File: config.mk
export PLATFORM = sky130hd
export DESIGN_NAME = dvs_fifo_bus_arbiter
export DESIGN_NICKNAME = d
export VERILOG_FILES = /design/src/rtl/dvs_fifo_bus_arbiter.sv
export SDC_FILE = /design/constraint.sdc
export NUM_CORES = 1
export LEC_CHECK = 0
export ABC_AREA = 1
export CORE_MARGIN = 2
export CORE_UTILIZATION = 64
export CTS_CLUSTER_DIAMETER = 80
export DETAILED_ROUTE_END_ITERATION = 8
export DONT_BUFFER_PORTS = 1
export GPL_TIMING_DRIVEN = 0
export PLACE_DENSITY = 0.83
export SYNTH_ARGS = -nofsm -noshare
export SYNTH_HDL_FRONTEND = slang
export SYNTH_SLANG_ARGS = --single-unit
File: constraint.sdc
create_clock -name clk -period 1.9 [get_ports clk]
set_clock_uncertainty 0.15 [all_clocks]
set_input_delay 0.38 -clock clk [delete_from_list [all_inputs] [get_ports clk]]
set_output_delay 0.38 -clock clk [all_outputs]
set_load 0.005 [all_outputs]
File: src/rtl/dvs_fifo_bus_arbiter.sv
// -----------------------------------------------------------------------------
// dvs_fifo_bus_arbiter
//
// Round-robin arbiter and write-port multiplexer for the shared event FIFO bus.
// Each event interface raises req and receives a one-cycle grant. On the
// following cycle the granted interface drives its wr_en_in/event_in lane,
// which is forwarded to the FIFO write port. Grants are withheld while the
// FIFO is full. The block also counts committed writes and latches a sticky
// protocol-error flag.
//
// Ports:
//   clk          system clock
//   rst          synchronous, active-high reset
//   arb_en       arbitration enable (0 = issue no new grants)
//   req          per-interface write request
//   grant        one-hot, one-cycle grant (registered)
//   wr_en_in     per-interface write enable
//   event_in     per-interface event words, lane i at [i*EVENT_W +: EVENT_W]
//   fifo_full    FIFO full flag
//   fifo_wr_en   FIFO write strobe
//   fifo_wdata   FIFO write data
//   write_count  committed FIFO writes, wraps modulo 2^CNT_BITS
//   proto_err    sticky protocol-violation flag, cleared only by rst
// -----------------------------------------------------------------------------
module dvs_fifo_bus_arbiter #(
   parameter int NUM_REQ  = 4,
   parameter int EVENT_W  = 16,   // event word width (EVENT_BITS in the system package)
   parameter int CNT_BITS = 32
) (
   input  logic                         clk,
   input  logic                         rst,
   input  logic                         arb_en,
   input  logic [NUM_REQ-1:0]           req,
   output logic [NUM_REQ-1:0]           grant,
   input  logic [NUM_REQ-1:0]           wr_en_in,
   input  logic [NUM_REQ*EVENT_W-1:0]   event_in,
   input  logic                         fifo_full,
   output logic                         fifo_wr_en,
   output logic [EVENT_W-1:0]           fifo_wdata,
   output logic [CNT_BITS-1:0]          write_count,
   output logic                         proto_err
);

   localparam int IDX_W = (NUM_REQ > 1) ? $clog2(NUM_REQ) : 1;

   typedef enum logic {
      ST_ARB  = 1'b0,
      ST_WAIT = 1'b1
   } state_t;

   state_t             state;
   logic [IDX_W-1:0]   rr_ptr;
   logic [IDX_W-1:0]   gnt_idx;

   logic [IDX_W-1:0]   sel;
   logic [IDX_W-1:0]   cand;
   logic               found;
   logic [EVENT_W-1:0] ev [NUM_REQ];
   logic [NUM_REQ-1:0] exp_mask;
   logic               missed_wr;
   logic               unsol_wr;

   // Round-robin search starting just after the last winner.
   always_comb begin
      sel   = '0;
      cand  = '0;
      found = 1'b0;
      for (int k = 1; k <= NUM_REQ; k++) begin
         cand = IDX_W'((int'(rr_ptr) + k) % NUM_REQ);
         if (!found && req[cand]) begin
            found = 1'b1;
            sel   = cand;
         end
      end
   end

   // Unpack the flattened event lanes.
   always_comb begin
      for (int i = 0; i < NUM_REQ; i++) begin
         ev[i] = event_in[i*EVENT_W +: EVENT_W];
      end
   end

   // Only the granted lane may write, and only during its WAIT cycle.
   always_comb begin
      exp_mask = '0;
      if (state == ST_WAIT) begin
         exp_mask[gnt_idx] = 1'b1;
      end
   end

   assign missed_wr = (state == ST_WAIT) && !wr_en_in[gnt_idx];
   assign unsol_wr  = |(wr_en_in & ~exp_mask);

   // A reset landing in the WAIT cycle abandons the pending write.
   assign fifo_wr_en = (state == ST_WAIT) && !rst && wr_en_in[gnt_idx];
   assign fifo_wdata = ev[gnt_idx];

   always_ff @(posedge clk) begin
      if (rst) begin
         state       <= ST_ARB;
         grant       <= '0;
         rr_ptr      <= IDX_W'(NUM_REQ - 1);
         gnt_idx     <= '0;
         write_count <= '0;
         proto_err   <= 1'b0;
      end else begin
         grant <= '0;
         case (state)
            ST_ARB: begin
               // No write is in flight here, so fifo_full is exact.
               if (arb_en && !fifo_full && found) begin
                  grant   <= NUM_REQ'(1) << sel;
                  gnt_idx <= sel;
                  rr_ptr  <= sel;
                  state   <= ST_WAIT;
               end
            end
            ST_WAIT: begin
               state <= ST_ARB;
            end
            default: begin
               state <= ST_ARB;
            end
         endcase

         if (fifo_wr_en) begin
            write_count <= write_count + CNT_BITS'(1);
         end

         if (missed_wr || unsol_wr) begin
            proto_err <= 1'b1;
         end
      end
   end

endmodule

======== Yosys cells after proc, flatten, opt, wreduce, memory -nomap -nowiden ========
Index checks and enable logic that the tools add are counted.
word-level totals
  word-level logic and storage cells ...... 69
  memory bits (read-only) ................. 0
  memories kept ........................... 0
  register bits after elaboration ......... 42
  latch bits .............................. 0
  bits in writable memories ............... 0
cells by class
  shift-type cells ........................ 1
  reductions and logical operators ........ 19
  muxes and demuxes ....................... 26
  bitwise gates (word level) .............. 5
  add/subtract/negate cells ............... 5
  eq/ne operators ......................... 0
  order comparisons ....................... 7
  multiply operators ...................... 0
  divide/modulo/power cells ............... 0
operator list
  operator               count
  $add 32x1->32 const B  1
  $bmux 16 s2            1
  $mux 16                2
  $lt 2x3->1 const B     5
  $mux 1                 11
  $bmux 1 s2             5
  $logic_and 1x1->1      9
  $mux 2                 4
  $logic_not 1->1        6
  $add 2x1->2 const B    2
  $add 2x2->2 const B    2
  $and 4x4->4            1
  $mux 4                 1
  $not 4->4              1
  $reduce_or 4->1        1
  $shl 1x2->4 const A    1
  $ge 3x3->1 const B     1
  $not 2->3              1
  $reduce_or 3->1        1
  $demux 1 s2            1
  $ge 2x1->1 const B     1
  $not 1->1              2
  $pmux 1 s2             1
  $reduce_and 2->1       1
  $logic_or 1x1->1       1

======== Depth between registers and ports, before layout ========
Gate-level depths: netlist of run 1.
  word-level depth ........................ 16
  depth in mapped cells ................... 13

======== Least setup slack after synthesis of run 1 ========
No wires, ideal clock.
  path type ............................... register to output
  start point ............................. register gnt_idx[1]
  end point ............................... output fifo_wdata[10]
  required time ........................... 1,370 ps
  cell stages (with the launch flop) ...... 8
  slack ................................... 186 ps
  arrival time ............................ 1,184 ps
  buffers on the path ..................... 2
  cells stage by stage .................... dfxtp_1 -> buf_4 -> inv_2 -> nand2_2 -> clkinv_1 -> clkbuf_1 -> a22oi_1 -> nand3_1
on the way
  word-level cells in the longest chain between the ends .. 4
RTL lines
  element                                      RTL line  RTL
  start, declared                              53        logic [IDX_W-1:0] gnt_idx;
  start signal, assigned                       114       gnt_idx <= sel;
  $not 2->3 (not written as such)              97        assign fifo_wdata = ev[gnt_idx];
  $bmux 16 s2                                  97
  $mux 16 (not written as such) (2 in series)  97
  end, declared                                39        output logic [EVENT_W-1:0] fifo_wdata,
No other way between the ends. The select of a mux whose other input is x is not followed.

======== Final worst setup path of run 1 ========
Ends and elaborated chain as after synthesis.

==> reports/qor.yml, run 1 <==
grt_max_degree: 12
vias: 3725
synth_compound_area_share_pct: 10.66
ant_nets: 0
drive_gt1_share_pct: 20.92
syn_to_final_growth_pct: 18.70
root_buffer: "clkbuf_8"
ys_warn_count: 0
clk_pin_slew_ns: 0.07
grt_overflow_total: 0
timing.rr.end: "write_count[10]"
reg2regPathDepth: 7
dr.pass1.iters: 6
fin_area_mm2: 0.003749
wire_per_inst_um: 18.21
synth_cell_type_count: 36
hold_violations: 0
post-place-ws_ns: -0.1061
rsz0062_at_grt: "yes"
setup_viol: 17
syn_nets: 595
power.density_mw_per_mm2: 551.4
boundaryPins: 130
synthMuxAreaShare_pct: 0
multi_input_area_mm2: 0.002170
slew_headroom_pct: 62.99
cts_sinks: 42
die-height_um: 74.25
synthCells: 518
clock_latency_ns: 0.30
antenna_found_initial: 0
worst_slew_pin_slew_ns: 0.5551
synth_area_mm2: 0.003158
placed_cells: 585
status: "finished with violations"
cts_tree: "done"
start_kind: "register"
ir_drop_uv: 358.5
stdcell_count: 612
cts_max_level: 2
ff2ff_setup_slack_ns: 0.05
core_mm2: 0.004755
first_global_vias: 3217
endpoint_kind: "output pin"
min_to: "proto_err"
post-route-drc-count: 0
maxCapViolCount: 0
synth_seq_area_share_pct: 26.62
hold_depth: 2
holdCritPathClass: "primary input to register"
fillers: 359
port_buffers: 0
die-width_um: 74.25
worst-endpoint-required_ns: 1.37
dp_hpwl_um: 7508
ys_ff_latch: 42
grt_first_pass_wirelength_um: 14720
floorplan.initialDensity_pct: 66.42
reg2reg_from: "write_count[9]"
synth_xor_area_share_pct: 2.773
period_minus_slack_ns: 2.058
violations: "negative setup slack"
numCtsBuffers: 5
holdWs_ns: 0.1451
viasPerCell: 6.087
p_leak_nw: 1.493
min-delay-start: "wr_en_in[1]"
ff_latch_area_um2: 849.6
routed_wl_um: 11140
period_share_pct: 108.3
path_max_fanout: 10
insertedDiodeCount: 0
syn_area_per_cell_um2: 6.097
std_cell_rows: 25
finish.net_count: 622
slew_violations: 0
grt.total_usage_pct: 35.11
critPathKind: "register to output pin"
fmax_ghz: 0.4859
drt_iter0_drc: 400
die_area_mm2: 0.005512
fin_ws_ns: -0.1578
post-route-util_pct: 78.84
synth_fa_ha_area_share_pct: 0.3962
synth_top_family_by_area: "simple AND/OR/NAND/NOR gates"
clockBufferDepth: 2
synthSimpleGateAreaFrac_pct: 49.48
crit_arrival_ns: 1.53
gp_congestion: 0.9755
placed_cell_area_mm2: 0.003242
[Yosys cell counts, drive strengths merged]
library cell  number  area, um2
a211oi             1      7.510
a21oi             26      133.9
a22oi             16      120.1
a31oi              1      6.260
and3               2      12.51
buf                9      80.06
clkbuf             9      33.78
clkinv             2      12.51
dfxtp             42      840.8
ha                 1      12.51
inv               51      191.4
nand2            179      701.9
nand3             69      355.3
nand3b             8      60.06
nand4              5      31.28
nor2              62      294.0
nor3              14      100.1
nor3b              1      7.510
o21ai              9      48.79
o22ai              1      20.02
xor2              10      87.58
[stage by stage]
step	setup TNS, ns	power [mW]
3_3_place_gp	-0.2399	1.350
3_5_place_dp	-0.9245	1.364
2_1_floorplan	0	1.282
4_1_cts	-0.1965	1.998
6_report	-0.7416	2.067
5_1_grt	-2.211	2.149
[cells by family (layout without fill, tap and decap cells)]
group                      after synthesis  in the layout
and+or+nand+nor                        340            340
adders and majority gates                1              1
AOI/OAI and AO/OA                       54             54
buffers and inverters                   71             98
xor gates and xnor gates                10             10
DFF                                     42             42
[layer usage]
| layer | GRT usage [%] | up-vias | share of wire (%) |
|---|---|---|---|
| li1 | - | 1729 | - |
| met1 | 42.68 | 1664 | 39 |
| met2 | 60.12 | 256 | 44 |
| met3 | 6.233 | 76 | 10 |
| met4 | 16.87 | 0 | 6.7 |
| met5 | 0 | - | 0 |
[sequential cells by signal (all words and copies together), names as in the netlist]
| register | count |
|---|---|
| proto_err | 1 |
| grant | 4 |
| gnt_idx | 2 |
| rr_ptr | 2 |
| state | 1 |
| write_count | 32 |
[cells in the final DEF, fill, tap and decap left out, types with 2 or more instances in the layout]
master / count
buf_2: 4
nand2_2: 8
a22oi_2: 16
clkbuf_2: 2
dfxtp_1: 35
nor2_1: 48
buf_6: 7
nand2_4: 3
clkbuf_8: 7
nor2_4: 6
nor3_4: 2
clkbuf_1: 5
inv_6: 2
and3_1: 2
clkinv_4: 2
o21ai_0: 7
a21oi_1: 25
nor2_2: 7
nor3_2: 4
dfxtp_2: 7
xor2_1: 10
inv_2: 3
inv_1: 45
nand3b_1: 8
buf_4: 17
nand4_1: 5
nor3_1: 8
nand3_1: 61
nand3_2: 7
nand2_1: 168
[worst max path at each step]
stage,from,slack [ns],endpoint,cells past startpoint
finish,gnt_idx[1],-0.16,fifo_wdata[10],5
global placement,write_count[0],-0.07,write_count[28],10
floorplan,gnt_idx[1],0.19,fifo_wdata[10],7
global route,gnt_idx[1],-0.29,fifo_wdata[10],5
CTS,gnt_idx[1],-0.04,fifo_wdata[12],7
detailed placement,gnt_idx[1],-0.11,fifo_wdata[13],7
[timing repair]
action,in CTS,in global routing
resized for setup,41,28
setup buffers,9,8
setup endpoints to repair,22,31
gates cloned,3,1
hold buffers,0,0
pin swaps,17,22
[where the power goes]
part           switching (mW)  internal (mW)
Clock                   0.305          0.254
Combinational           0.363          0.229
Sequential             0.0182          0.898
[final cells by class]
| class | instances | share of cell area, % |
|---|---|---|
| tap | 67 | 2.236 |
| inverter | 53 | 5.908 |
| multi-input combinational | 405 | 57.88 |
| sequential | 42 | 22.66 |
| timing repair buffer | 21 | 5.174 |
| clock buffer | 7 | 2.036 |
| buffer | 17 | 4.105 |
[worst max-delay path, stage by stage (launching register included)]
cell	delay (ns)
dfxtp_2	0.34
buf_6	0.13
buf_4	0.12
clkbuf_2	0.24
nand3_1	0.25
nand3_1	0.17
(Power assumes the default switching activity.)
==> run 2: changes to the inputs <==
==> constraint.sdc (replaced) <==
create_clock -name clk -period 2.1 [get_ports clk]
set_clock_uncertainty 0.15 [all_clocks]
set_input_delay 0.42 -clock clk [delete_from_list [all_inputs] [get_ports clk]]
set_output_delay 0.42 -clock clk [all_outputs]
set_load 0.005 [all_outputs]
==> reports/qor.yml, run 2 (synthesis gave the netlist of run 1 again) <==
p_leak_nw: 1.353
dr.pass1.iters: 5
gp_congestion: 0.9755
fillers: 421
clk_pin_slew_ns: 0.07
hold_violations: 0
path_max_fanout: 10
timing.rr.end: "write_count[28]"
holdCritPathClass: "primary input to register"
wire_per_inst_um: 15.88
power_mw: 1.759
hold_depth: 2
final_common_cell: "nand2_1"
grt_max_degree: 12
clockBufferDepth: 2
die-width_um: 74.25
worst-endpoint-required_ns: 1.53
numCtsBuffers: 5
clock_latency_ns: 0.30
root_buffer: "clkbuf_8"
first_global_vias: 3050
post-route-drc-count: 0
cts_max_level: 2
port_buffers: 0
slew_violations: 0
stdcell_count: 600
fmax_ghz: 0.4874
post-route-util_pct: 72.34
vias: 3460
setup_viol: 0
top_register: "write_count"
grt_overflow_total: 0
min-delay-start: "wr_en_in[1]"
insertedDiodeCount: 0
core_mm2: 0.004755
routed_wl_um: 9525
placed_cells: 585
viasPerCell: 5.767
power.density_mw_per_mm2: 511.5
period_share_pct: 97.69
internal_power_mw: 1.191
grt_first_pass_wirelength_um: 13860
cts_sinks: 42
drt_iter0_drc: 259
reg2reg_from: "write_count[0]"
finish.net_count: 610
p_sw_mw: 0.5680
start_kind: "register"
dp_hpwl_um: 7508
status: "finished clean"
fin_setup_tns_ns: 0
syn_to_final_growth_pct: 8.914
die-height_um: 74.25
critPathKind: "register to output pin"
placed_cell_area_mm2: 0.003242
slew_headroom_pct: 63.20
maxCapViolCount: 0
cts_tree: "done"
reg2regPathDepth: 10
boundaryPins: 130
period_minus_slack_ns: 2.052
worst_slew_pin_slew_ns: 0.5520
min_to: "proto_err"
ir_drop_uv: 321.0
ant_nets: 0
clock_power_share_pct: 28.4
fin_area_mm2: 0.003440
p_seq_share_pct: 46.9
ff2ff_setup_slack_ns: 0.17
endpoint_kind: "output pin"
floorplan.initialDensity_pct: 66.42
largest_reg_flops: 32
switching_share_pct: 32.29
antenna_found_initial: 0
std_cell_rows: 25
crit_arrival_ns: 1.48
top_regs: "write_count: 32 flops, grant: 4 flops"
die_area_mm2: 0.005512
drive_gt1_share_pct: 12.57
final_cell_mix: "169 x nand2_1, 66 x nand3_1, 52 x nor2_1"
power.share.combinational_pct: 24.7
grt.total_usage_pct: 32.88
==> run 2: metal layers <==
| layer | wire length, um | part of all wire, % | vias to the layer above | track usage, % |
|---|---|---|---|---|
| met5 | 0 | 0 | - | 0 |
| met4 | 371 | 3.9 | 0 | 15.28 |
| met3 | 869 | 9.1 | 38 | 6.640 |
| met2 | 4277 | 45 | 180 | 55.95 |
| met1 | 4007 | 42 | 1531 | 39.98 |
| li1 | - | - | 1711 | - |
==> run 2: cell type report <==
type                       instances  area, um2  area share, %
buffer                            17      126.4          3.674
clock buffer                       7      76.32          2.219
inverter                          53      209.0          6.075
multi-input combinational        405       2036          59.19
sequential                        42      840.8          24.45
tap                               67      83.83          2.437
timing repair buffer               9      67.56          1.964
==> run 2: critical path, cell delays in order (launching register included) <==
cell and delay [ns]:
dfxtp_1 0.31, buf_6 0.13, inv_2 0.09, nand2_2 0.09, o22ai_4 0.17, nor2_4 0.09, nor2_8 0.13, buf_6 0.16
==> run 2: worst max path at each step <==
stage | startpoint | endpoint | slack (ns) | depth (start not counted)
floorplan | gnt_idx[1] | fifo_wdata[10] | 0.35 | 7
global placement | gnt_idx[1] | fifo_wdata[14] | 0.12 | 7
detailed placement | gnt_idx[1] | fifo_wdata[13] | 0.05 | 7
CTS | gnt_idx[1] | fifo_wdata[13] | 0.01 | 7
global route | gnt_idx[1] | fifo_wr_en | -0.01 | 7
finish | gnt_idx[1] | fifo_wr_en | 0.05 | 7
==> run 2: through the flow <==
| step | worst slack [ns] | hold WS, ns |
|---|---|---|
| 4_1_cts | 0.01435 | 0.1746 |
| 2_1_floorplan | 0.3461 | 0.3297 |
| 5_1_grt | -0.009726 | 0.1936 |
| 3_3_place_gp | 0.1226 | 0.3673 |
| 3_5_place_dp | 0.05395 | 0.3723 |
| 6_report | 0.04847 | 0.1808 |
==> run 2: repair_timing <==
action	4_1_cts	5_1_grt
setup endpoints to repair	11	18
pin swaps	2	4
setup buffers	1	8
hold buffers	0	0
hold endpoints to repair	0	0
resized for setup	9	11
==> run 2: power by group through the flow <==
| stage | sequential, mW | combinational (mW) | clock [mW] |
|---|---|---|---|
| 2_1_floorplan | 0.840 | 0.320 | 0 |
| 3_5_place_dp | 0.844 | 0.390 | 0 |
| 5_1_grt | 0.828 | 0.479 | 0.525 |
| 4_1_cts | 0.825 | 0.402 | 0.502 |
| 6_report | 0.826 | 0.434 | 0.499 |
| 3_3_place_gp | 0.843 | 0.378 | 0 |
